File: src/rtl/fifo_pkg.sv
// Shared async-FIFO helpers: pointer sizing, Gray conversion, almost-full compare.
// Imported by both the write-side and read-side controllers.
package fifo_pkg;

  typedef struct packed {
    logic full;
    logic almost_full;
    logic wr_ovf;
  } wr_flags_t;

  function automatic int unsigned fifo_depth(input int unsigned aw);
    return 32'd1 << aw;
  endfunction

  function automatic int unsigned ptr_width(input int unsigned aw);
    return aw + 32'd1;
  endfunction

  // Operates on a 32-bit carrier; callers zero-extend in and truncate out.
  function automatic logic [31:0] bin2gray(input logic [31:0] b);
    return b ^ (b >> 1);
  endfunction

  function automatic logic af_hit(input int unsigned level, input int unsigned depth,
                                  input int unsigned margin);
    return level >= (depth - margin);
  endfunction

endpackage

File: src/rtl/fifo_wr_ctrl_if.sv
// Producer-side bundle of the write controller; WR_LEVEL_EN adds the wr_level output.
interface fifo_wr_ctrl_if #(
  parameter int ADDR_WIDTH = 4
);
  logic                  wr_en;
  logic [ADDR_WIDTH:0]   rdptr_sync;
  logic                  ovf_clr;
  logic                  wclken;
  logic [ADDR_WIDTH-1:0] waddr;
  logic [ADDR_WIDTH:0]   wptr_gray;
  logic                  full;
  logic                  almost_full;
  logic                  wr_ovf;
`ifdef WR_LEVEL_EN
  logic [ADDR_WIDTH:0]   wr_level;
`endif

  modport master (
    output wr_en, rdptr_sync, ovf_clr,
`ifdef WR_LEVEL_EN
    input  wr_level,
`endif
    input  wclken, waddr, wptr_gray, full, almost_full, wr_ovf
  );

  modport slave (
    input  wr_en, rdptr_sync, ovf_clr,
`ifdef WR_LEVEL_EN
    output wr_level,
`endif
    output wclken, waddr, wptr_gray, full, almost_full, wr_ovf
  );
endinterface

File: src/rtl/fifo_gray2bin.sv
// Gray to binary conversion as an XOR prefix from the MSB; purely combinational.
module fifo_gray2bin #(
  parameter int W = 5
) (
  input  logic [W-1:0] gray_i,
  output logic [W-1:0] bin_o
);
  for (genvar i = 0; i < W; i++) begin : g_bit
    assign bin_o[i] = ^gray_i[W-1:i];
  end
endmodule

File: src/rtl/fifo_wr_ctrl.sv
// Async FIFO write-domain controller: write pointer (bin+Gray), RAM strobe, full/almost_full/overflow.
// Optional WR_LEVEL_EN macro exports the registered fill level as wr_level.
module fifo_wr_ctrl
  import fifo_pkg::*;
#(
  parameter int ADDR_WIDTH = 4,
  parameter int AF_MARGIN  = 2
) (
  input logic           wr_clk,
  input logic           wr_rst_n,
  fifo_wr_ctrl_if.slave bus
);
  localparam int PTR_W = ptr_width(ADDR_WIDTH);
  localparam int DEPTH = fifo_depth(ADDR_WIDTH);

  logic [PTR_W-1:0] wbin_q, wbin_d;
  logic [PTR_W-1:0] wgray_q, wgray_d;
  logic [PTR_W-1:0] rbin, level_d, full_tgt;
  wr_flags_t        flags_q, flags_d;
  logic             accept, overflow;

  fifo_gray2bin #(.W(PTR_W)) u_rd_g2b (
    .gray_i (bus.rdptr_sync),
    .bin_o  (rbin)
  );

  assign accept   = bus.wr_en & ~flags_q.full;
  assign overflow = bus.wr_en & flags_q.full;
  // Full when the write pointer is one lap ahead: top two Gray bits inverted, rest equal.
  assign full_tgt = {~bus.rdptr_sync[PTR_W-1 -: 2], bus.rdptr_sync[PTR_W-3:0]};

  always_comb begin
    wbin_d              = accept ? wbin_q + PTR_W'(1) : wbin_q;
    wgray_d             = PTR_W'(bin2gray(32'(wbin_d)));
    level_d             = wbin_d - rbin;
    flags_d             = '0;
    flags_d.full        = (wgray_d == full_tgt);
    flags_d.almost_full = af_hit(32'(level_d), DEPTH, AF_MARGIN);
    flags_d.wr_ovf      = overflow | (flags_q.wr_ovf & ~bus.ovf_clr);
  end

  always_ff @(posedge wr_clk) begin
    if (!wr_rst_n) begin
      wbin_q  <= '0;
      wgray_q <= '0;
      flags_q <= '0;
    end else begin
      wbin_q  <= wbin_d;
      wgray_q <= wgray_d;
      flags_q <= flags_d;
    end
  end

`ifdef WR_LEVEL_EN
  logic [PTR_W-1:0] level_q;

  always_ff @(posedge wr_clk) begin
    if (!wr_rst_n) level_q <= '0;
    else           level_q <= level_d;
  end

  assign bus.wr_level = level_q;
`endif

  assign bus.wclken      = accept;
  assign bus.waddr       = wbin_q[ADDR_WIDTH-1:0];
  assign bus.wptr_gray   = wgray_q;
  assign bus.full        = flags_q.full;
  assign bus.almost_full = flags_q.almost_full;
  assign bus.wr_ovf      = flags_q.wr_ovf;

endmodule

File: src/flat_wrapper.sv
// flat-port wrapper written by rule: the top's interface ports become plain ports
module fifo_wr_ctrl_flat import fifo_pkg::*;
#(
  parameter int ADDR_WIDTH = 4,
  parameter int AF_MARGIN  = 2
)
  (wr_clk, wr_rst_n, bus_wr_en, bus_rdptr_sync, bus_ovf_clr, bus_wclken, bus_waddr, bus_wptr_gray, bus_full, bus_almost_full, bus_wr_ovf);
  fifo_wr_ctrl_if #(.ADDR_WIDTH(ADDR_WIDTH)) bus_i ();
  input logic wr_clk;
  input logic wr_rst_n;
  input wire logic [$bits(bus_i.wr_en)-1:0] bus_wr_en;
  input wire logic [$bits(bus_i.rdptr_sync)-1:0] bus_rdptr_sync;
  input wire logic [$bits(bus_i.ovf_clr)-1:0] bus_ovf_clr;
  output wire logic [$bits(bus_i.wclken)-1:0] bus_wclken;
  output wire logic [$bits(bus_i.waddr)-1:0] bus_waddr;
  output wire logic [$bits(bus_i.wptr_gray)-1:0] bus_wptr_gray;
  output wire logic [$bits(bus_i.full)-1:0] bus_full;
  output wire logic [$bits(bus_i.almost_full)-1:0] bus_almost_full;
  output wire logic [$bits(bus_i.wr_ovf)-1:0] bus_wr_ovf;
  assign bus_i.wr_en = bus_wr_en;
  assign bus_i.rdptr_sync = bus_rdptr_sync;
  assign bus_i.ovf_clr = bus_ovf_clr;
  assign bus_wclken = bus_i.wclken;
  assign bus_waddr = bus_i.waddr;
  assign bus_wptr_gray = bus_i.wptr_gray;
  assign bus_full = bus_i.full;
  assign bus_almost_full = bus_i.almost_full;
  assign bus_wr_ovf = bus_i.wr_ovf;
  fifo_wr_ctrl #(.ADDR_WIDTH(ADDR_WIDTH), .AF_MARGIN(AF_MARGIN)) u_core (.wr_clk(wr_clk), .wr_rst_n(wr_rst_n), .bus(bus_i));
endmodule
File: config.mk
export PLATFORM = sky130hd
export DESIGN_NAME = fifo_wr_ctrl_flat
export DESIGN_NICKNAME = d
export VERILOG_FILES = /design/src/rtl/fifo_pkg.sv /design/src/rtl/fifo_wr_ctrl_if.sv /design/src/rtl/fifo_gray2bin.sv /design/src/rtl/fifo_wr_ctrl.sv /design/src/flat_wrapper.sv
export SDC_FILE = /design/constraint.sdc
export NUM_CORES = 1
export LEC_CHECK = 0
export ABC_AREA = 1
export CORE_MARGIN = 8
export CORE_UTILIZATION = 51
export DETAILED_ROUTE_END_ITERATION = 6
export PLACE_DENSITY_LB_ADDON = 0.1
export SYNTH_ARGS = -nofsm -noshare
export SYNTH_HDL_FRONTEND = slang
export SYNTH_SLANG_ARGS = --single-unit
export TNS_END_PERCENT = 1
File: constraint.sdc
create_clock -name wr_clk -period 7.2 [get_ports wr_clk]
set_clock_uncertainty 0.1 [all_clocks]
set_input_delay 1.8 -clock wr_clk [delete_from_list [all_inputs] [get_ports wr_clk]]
set_output_delay 1.8 -clock wr_clk [all_outputs]
set_load 0.1 [all_outputs]
* After elaboration in Yosys (flattened, before gate mapping)
Index checks and enable logic that the tools add are counted.
Storage, ports and cells: flip-flop bits (word level) 13, output and inout bits 13, word-level logic and storage cells 22
Operators by class: add/sub/neg operators 2, magnitude comparators 1, equal/unequal tests 1, mux-type cells 1, bitwise gates (word level) 8, reductions and logical operators 4
Operators by type and width (count):
- adder 5 x 1 -> 5 bit, second input constant | 1
- == test 5 bit | 1
- >= comparator 5 x 4 -> 1 bit, second input constant | 1
- 2-to-1 mux 5 bit | 1
- XOR reduction 5 bit | 1
- subtractor 5 bit | 1
- XOR 5 x 4 -> 5 bit | 1
- XOR reduction 4 bit | 1
- AND 1 bit | 3
- XOR reduction 3 bit | 1
- NOT 1 bit | 2
- NOT 2 bit | 1
- XOR reduction 2 bit | 1
- bitwise OR 1 bit | 1

* Longest topological paths before layout
Gate-level depths: netlist of run 1.
depth after elaboration 5, gate-level depth with buffers 14, depth with buffers taken out 14

* By module
A second synthesis of run 1 with hierarchy kept.
Second synthesis, totals: cell total of the unflattened synthesis 167, area, all modules 1081.0 sq um
By module, submodules not included:
- fifo_wr_ctrl | instances 1, cells each 140, area an instance 947.2 sq um, sequential area each 240.2 sq um
- fifo_gray2bin | instances 1, cells each 27, area an instance 133.9 sq um, sequential area each 0.0 sq um

* Worst setup path after synthesis of run 1
OpenSTA, ideal clock, no wires.
path type input to output, from input port bus_wr_en, to output port bus_wclken, arrival time 2329 ps, required time 5300 ps, path slack 2971 ps, cell stages on the path 2, buffers on the path 0, path through inv_1 -> nor2_4
On the way: cells in the longest elaborated chain, start to end 1
Ends and longest elaborated chain:
- start, declared | line flat_wrapper.sv:11 | input wire logic [$bits(bus_i.wr_en)-1:0] bus_wr_en;
- AND 1 bit | line fifo_wr_ctrl.sv:27 | assign accept = bus.wr_en & ~flags_q.full;
- end, declared | line flat_wrapper.sv:14 | output wire logic [$bits(bus_i.wclken)-1:0] bus_wclken;
No other way between the ends.

* Worst setup path in the final report of run 1
Same ends and word-level chain as after synthesis.

==> impl_metrics.toml, run 1 <==
[power_and_ir_drop]
peakVddDrop_mv = 0.0899
power_density_mw_per_mm2 = 193
p_leak_nw = 0.563

[routing]
first_pass_iters = 4
wl_per_cell_um = 10.8
num_vias = 889
ant_nets = 0
vias_per_cell = 4.99
drc_errors = 0
drt-initial-drc-count = 18
totalWireLength_um = 1920

[placed_design]
place_area_mm2 = 0.00112
place_congestion = 0.776
preCtsSetupSlack_ps = 1550
io_buffers = 21
dp_cells = 174
dp_hpwl_um = 1600

[synthesis]
synth.area.mux_share_pct = 0
yosysTopAreaCell = "dfxtp_1"
ys_seq_elements = 12
synth.cell_area_um2 = 888
synth_edf_count = 0
async_flop_share_pct = 0
ys_top_cells_by_area = "dfxtp_1 (27%), nand2_1 (16%), inv_1 (8.0%)"
yosysTopAreaCellShare_pct = 27.0
synthDistinctLibCells = 19
synth_fp_nets = 152
synthAdderAreaFrac_pct = 9.30
yosysMostFrequentCell = "nand2_1"
ys.flop_type = "dfxtp_1"
yosysSeqAreaShare_pct = 27.0
synthSimpleGateAreaFrac_pct = 43.0
netlist_instances = 137
avgSynthCellArea_um2 = 6.48
synth_compound_area_share_pct = 6.06
synth_xor_area_share_pct = 4.93
synthTopCellsByCount = "nand2_1 (39), inv_1 (19), nor2_1 (14)"
yosys_warnings = 0
synth_top_family_by_area = "simple AND/OR/NAND/NOR gates"

[min_path]
hp-class = "reg -> reg"
hp-start = "u_core.bus.wr_ovf"
hold_end = "u_core.bus.wr_ovf"
worstHoldPathCells = 2

[sta]
totalNegativeSetupSlack_ps = 0
finalCritPeriodShare_pct = 78.3
maxSlewHeadroom_pct = 34.8
setup_viol = 0
finalWorstSetupSlack_ps = 1560
final-hold-violation-count = 0
min_period_ps = 5640
slew_violations = 0
tightestPinTransition_ps = 975
fmax_mhz = 177
rsz0062_at_grt = "no"

[finish]
seq_area_um2 = 240
nets = 177
final_area_mm2 = 0.00115
layout-drive-gt1-share_pct = 14.3
antennaDiodeCount = 0
multi_input_area_um2 = 562
area_growth_pct = 29.7
utilization_pct = 68.2
stdcell_count = 178
nFillCells = 148

[cts]
cts_buffers = 3
clock-sinks = 12
insertion_delay_ps = 270
cts_max_level = 1
clockBufferDepth = 2
root_buffer = "clkbuf_4"
postCtsHoldBufs = 0
post_cts_buffers = 0
clk_pin_slew_ps = 80
cts_tree = "done"
cts_resized = 0

[die]
die_height_um = 57.7
die-width_um = 57.7
die_area_mm2 = 0.00333
core_mm2 = 0.00169
initial_utilization_pct = 52.6
io-pin-count = 22
rows = 15

[grt]
grt_use_total_pct = 12.5
grt_overflow = 0
grt_pass1_vias = 857
antenna_found_initial = 0
grt_max_degree = 12
grt_first_pass_wirelength_um = 3430

[worst_setup_path]
arrival_ps = 3740
crit_type = "in -> out"
critPathLaunchType = "primary input"
crit_start = "bus_wr_en"
worst_path_max_delay_cell = "clkdlybuf4s50_1"
path_max_fanout = 6
cp_common_cell = "clkdlybuf4s50_1"
cp_num_buf_inv = 3
timing.rr.start = "u_core.wbin_q[0]"
critPathMaxStageDelay_ps = 1130
r2r_cells = 10
endpoint_kind = "output pin"
r2r_end = "u_core.bus.almost_full"
rrSetupSlack_ps = 5140
required_ps = 5300
cpLargestDelayFamily = "buffers and inverters"
worstPathCellList = "clkdlybuf4s50_1 > inv_1 > nor2_4 > clkdlybuf4s50_1"

[run_status]
outcome = "complete, no violations"

[flow_run]
cap_violations = 0
## per-stage QoR
step / power [mW] / hold slack (ps)
final: 0.222 / 369
after global routing: 0.236 / 394
after CTS: 0.224 / 374
after detailed placement: 0.170 / 363
after global placement: 0.168 / 348
after floorplan: 0.148 / 799
## routing by layer
layer / track usage, % / share of wire [%] / wire length [um] / vias up
met5: 0 / 0 / 0 / -
met4: 6.29 / 1.6 / 30 / 0
met1: 13.6 / 46 / 878 / 389
met2: 22.7 / 48 / 922 / 24
li1: - / - / - / 474
met3: 1.99 / 4.5 / 87 / 2
## layout by cell type (no fill, tap or decap)
cell type / netlist / routed
clkbuf_8: 0 / 1
a21oi_1: 5 / 5
inv_2: 3 / 3
ha_1: 5 / 5
dfxtp_1: 12 / 12
o21ai_1: 1 / 1
nand4_1: 3 / 3
inv_1: 19 / 19
o21ai_4: 1 / 1
nor2_2: 2 / 2
nand2_1: 39 / 39
fa_1: 1 / 1
xnor2_1: 1 / 1
clkbuf_4: 0 / 3
nand3_1: 12 / 12
xor2_1: 4 / 4
nor2_4: 2 / 2
clkdlybuf4s50_1: 0 / 21
nor2_1: 14 / 14
o21bai_1: 1 / 1
nand2_2: 11 / 11
## worst min-delay path, delay by kind of cell, from the launching register on
kind | cells | cell delay (ps)
DFF | 1 | 310
and+or+nand+nor | 1 | 60
AOI/OAI and AO/OA | 1 | 50
## registers in the layout, indices dropped and copies added (netlist names)
name	count
u_core.bus.wptr_gray	5
u_core.wbin_q	4
u_core.bus.almost_full	1
u_core.bus.full	1
u_core.bus.wr_ovf	1
## final cells by class
cell class	instances	share of cell area, %
Timing Repair Buffer	21	18.2
Multi-Input combinational cell	102	48.8
Tap cell	17	1.85
Clock buffer	4	3.15
Sequential cell	12	20.8
Inverter	22	7.17
## worst max-delay path by stage
stage / end / slack [ps] / cells after the start
2_1_floorplan: bus_wclken / 2970 / 2
3_3_place_gp: bus_wclken / 1610 / 4
3_5_place_dp: bus_wclken / 1550 / 4
4_1_cts: bus_wclken / 1550 / 4
5_1_grt: bus_wclken / 1480 / 4
6_report: bus_wclken / 1560 / 4
## power breakdown
part           switching (mW)  internal, mW  leakage, nW
logic                  0.0655        0.0298        0.444
clock network          0.0233        0.0307       0.0210
registers             0.00220        0.0705       0.0981
## cells by family after synthesis
| family | after synthesis |
|---|---|
| adder cells (fa/ha/maj) | 6 |
| XOR/XNOR | 5 |
| AND/OR/NAND/NOR | 83 |
| buffers and inverters | 23 |
| flip-flops | 12 |
| AO/OA/AOI/OAI | 8 |
Power figures use the tool's default switching activity.
==> run 2: changes to the inputs <==
- CORE_UTILIZATION: 51 -> 43
- clock period: 7.2 -> 4.9 ns (I/O delays scaled with it)
==> impl_metrics.toml, run 2 (same netlist as run 1, synthesis figures left out) <==
[run_status]
outcome = "complete, no violations"

[cts]
cts_tree = "done"
postCtsHoldBufs = 0
cts_resized = 0
insertion_delay_ps = 270
clockBufferDepth = 2
cts_max_level = 1
post_cts_buffers = 0
root_buffer = "clkbuf_4"
clk_pin_slew_ps = 60
cts_buffers = 3
clock-sinks = 12

[finish]
layout-drive-gt1-share_pct = 14.4
final_common_cell = "nand2_1"
nets = 177
area_growth_pct = 29.3
layout_common_cells = "nand2_1 (39), clkdlybuf4s50_1 (20), inv_1 (19), nor2_1 (14)"
antennaDiodeCount = 0
nFillCells = 219
seq_area_um2 = 240
utilization_pct = 58.5
largest_reg_flops = 5
multi_input_area_um2 = 562

[sta]
slew_violations = 0
min_period_ps = 3610
totalNegativeSetupSlack_ps = 0
rsz0062_at_grt = "no"
maxSlewHeadroom_pct = 35.0
final-hold-violation-count = 0
setup_viol = 0
fmax_mhz = 277
tightestPinTransition_ps = 972
finalCritPeriodShare_pct = 73.8

[power_and_ir_drop]
pwr-share-clk_pct = 19.6
p_leak_nw = 0.557
peakVddDrop_mv = 0.169
p_sw_share_pct = 42.9
p_sw_mw = 0.132
sequentialPowerShare_pct = 34.8
power.internal_mw = 0.175
p_comb_share_pct = 45.5
power_density_mw_per_mm2 = 267

[routing]
drt-initial-drc-count = 22
totalWireLength_um = 1920
wl_per_cell_um = 10.3
vias_per_cell = 4.64
first_pass_iters = 4
num_vias = 867
ant_nets = 0
drc_errors = 0

[die]
die-width_um = 61.5
core_mm2 = 0.00196
die_height_um = 61.5
rows = 16
initial_utilization_pct = 45.3
io-pin-count = 22
die_area_mm2 = 0.00378

[worst_setup_path]
required_ps = 3580
crit_type = "in -> out"
rrSetupSlack_ps = 2860
critPathLaunchType = "primary input"
r2r_end = "u_core.bus.almost_full"
path_max_fanout = 6
r2r_cells = 10
endpoint_kind = "output pin"
crit_start = "bus_wr_en"
arrival_ps = 2290
timing.rr.start = "u_core.wbin_q[0]"

[min_path]
hp-class = "reg -> reg"
hp-start = "u_core.bus.wr_ovf"
hold_end = "u_core.bus.wr_ovf"
worstHoldPathCells = 2

[placed_design]
io_buffers = 21
dp_hpwl_um = 1600
place_congestion = 0.784

[grt]
grt_max_degree = 12
antenna_found_initial = 0
grt_first_pass_wirelength_um = 3350
grt_pass1_vias = 841
grt_overflow = 0
grt_use_total_pct = 11.6

[flow_run]
cap_violations = 0
-- run 2: power by group through the flow --
| stage | clock network, mW | logic (mW) | registers, mW |
|---|---|---|---|
| after floorplan | 0 | 0.0645 | 0.153 |
| after global placement | 0 | 0.138 | 0.109 |
| after detailed placement | 0 | 0.140 | 0.109 |
| after CTS | 0.0627 | 0.141 | 0.107 |
| after global routing | 0.0686 | 0.153 | 0.108 |
| final | 0.0602 | 0.140 | 0.107 |
-- run 2: worst max-delay path: stages --
cell and delay (ps):
clkdlybuf4s50_1 570, inv_1 100, nor2_4 100, buf_4 290
-- run 2: area by class of cell --
type / instances / share of cell area [%]
flip-flops and latches: 12 / 20.9
repair buffers: 21 / 18.1
clock buffers: 3 / 1.96
well taps: 27 / 2.94
inverters: 22 / 7.19
multi-input cells: 102 / 48.9
-- run 2: per-layer routing --
layer | vias up | global-route usage (%) | routed length (um)
li1 | 469 | - | -
met5 | - | 0 | 0
met4 | 0 | 6.82 | 27
met1 | 377 | 13.2 | 833
met3 | 2 | 1.04 | 117
met2 | 19 | 20.4 | 942
-- run 2: worst max-delay path by stage --
stage	endpoint	depth (start not counted)
floorplan	u_core.bus.almost_full	13
CTS	bus_wclken	4
finish	bus_wclken	4
global placement	u_core.bus.almost_full	15
global route	u_core.bus.almost_full	13
detailed placement	u_core.bus.almost_full	13
-- run 2: through the flow --
stage,worst slack [ps],power [mW],cell area (um^2),hold slack [ps],std cells
5_1_grt,1160,0.330,1150,386,187
4_1_cts,1280,0.310,1150,371,187
6_report,1290,0.307,1150,364,187
3_5_place_dp,1080,0.249,1130,361,184
3_3_place_gp,1160,0.247,1130,351,184
2_1_floorplan,1740,0.218,888,799,137
==> run 3: changes to the inputs <==
- clock period: 4.9 -> 3.2 ns (I/O delays scaled with it)
==> impl_metrics.toml, run 3 (same netlist as run 1, synthesis figures left out) <==
[cts]
clock-sinks = 12
clk_pin_slew_ps = 80
clockBufferDepth = 2
cts_tree = "done"
post_cts_buffers = 0
cts_buffers = 3
insertion_delay_ps = 270
root_buffer = "clkbuf_4"
cts_max_level = 1

[die]
rows = 16
io-pin-count = 22
die_height_um = 61.5
core_mm2 = 0.00196
die_area_mm2 = 0.00378
die-width_um = 61.5
initial_utilization_pct = 45.3

[sta]
final-hold-violation-count = 0
setup_viol = 0
finalCritPeriodShare_pct = 94.5
finalWorstSetupSlack_ps = 176
rsz0062_at_grt = "no"
whs_ps = 364
maxSlewHeadroom_pct = 74.8
totalNegativeSetupSlack_ps = 0
fmax_mhz = 331
slew_violations = 0
tightestPinTransition_ps = 378
min_period_ps = 3020

[run_status]
outcome = "complete, no violations"

[finish]
area_growth_pct = 30.8
utilization_pct = 59.2
largest_reg_flops = 5
stdcell_count = 189
final_common_cell = "nand2_1"
final_area_mm2 = 0.00116
antennaDiodeCount = 0
layout_common_cells = "nand2_1 (38), inv_1 (19), nor2_1 (14), buf_4 (13)"
nets = 178
layout-drive-gt1-share_pct = 24.1

[grt]
antenna_found_initial = 0
grt_max_degree = 12
grt_pass1_vias = 799
grt_first_pass_wirelength_um = 3420
grt_overflow = 0
grt_use_total_pct = 11.8

[worst_setup_path]
crit_type = "in -> reg"
required_ps = 3300
rrSetupSlack_ps = 1160
arrival_ps = 3130
r2r_end = "u_core.bus.almost_full"
timing.rr.start = "u_core.bus.full"
endpoint_kind = "register"
r2r_cells = 10
path_max_fanout = 4
critPathLaunchType = "primary input"

[power_and_ir_drop]
peakVddDrop_mv = 0.196
power_mw = 0.502
power_density_mw_per_mm2 = 432
p_leak_nw = 0.597

[routing]
ant_nets = 0
wl_per_cell_um = 10.7
totalWireLength_um = 2020
drt-initial-drc-count = 36
drc_errors = 0
first_pass_iters = 4
num_vias = 881
vias_per_cell = 4.66

[placed_design]
io_buffers = 21
dp_cells = 185
dp_hpwl_um = 1650
place_congestion = 0.784
preCtsSetupSlack_ps = -131
place_area_mm2 = 0.00112

[min_path]
worstHoldPathCells = 2
hold_end = "u_core.bus.wr_ovf"
hp-class = "reg -> reg"
hp-start = "u_core.bus.wr_ovf"

[flow_run]
cap_violations = 0
## run 3: changes by cell type in the layout (fill, tap and decap cells not counted), sizes merged
cell           delta
clkdlybuf4s50    -12
buf              +13
clkbuf            +1
## run 3: repair_timing
action | CTS | global route
hold buffers | 0 | 0
gates resized for setup | 0 | 2
setup endpoints to repair | 0 | 1
## run 3: worst max-delay path, stage by stage
cell and delay [ps]:
clkdlybuf4s50_1 530, inv_1 90, nand2_1 80, nand3_1 110, nand2_2 130, xor2_2 180
xor2_1 90, ha_1 230, fa_1 410, xor2_1 170, nor2_1 90, nand3_1 80
a21oi_1 130
## run 3: worst max-delay path by stage
stage	startpoint	end	slack, ps	cells after the start
after floorplan	u_core.bus.full	u_core.bus.almost_full	350	9
after global placement	bus_rdptr_sync[4]	u_core.bus.almost_full	-70	15
after detailed placement	bus_rdptr_sync[4]	u_core.bus.almost_full	-130	13
after CTS	bus_rdptr_sync[4]	u_core.bus.almost_full	150	13
after global routing	bus_rdptr_sync[3]	u_core.bus.almost_full	9	13
final	bus_rdptr_sync[4]	u_core.bus.almost_full	180	13
## run 3: area by class of cell
type,count,area (um^2)
Fill cell,205,800
Multi-Input combinational cell,102,572
Sequential cell,12,240
Timing Repair Buffer,22,198
Inverter,22,82.6
Clock buffer,4,36.3
Tap cell,27,33.8
## run 3: report_power, final
group	switching [mW]	internal, mW
registers	0.00559	0.159
clock network	0.0511	0.0691
logic	0.149	0.0681
## run 3: metal layers
metal | vias to the layer above | wire, um | GRT usage (%)
li1 | 471 | - | -
met2 | 17 | 1040 | 20.6
met3 | 2 | 85 | 0.835
met4 | 0 | 27 | 6.82
met5 | - | 0 | 0
met1 | 391 | 866 | 13.8
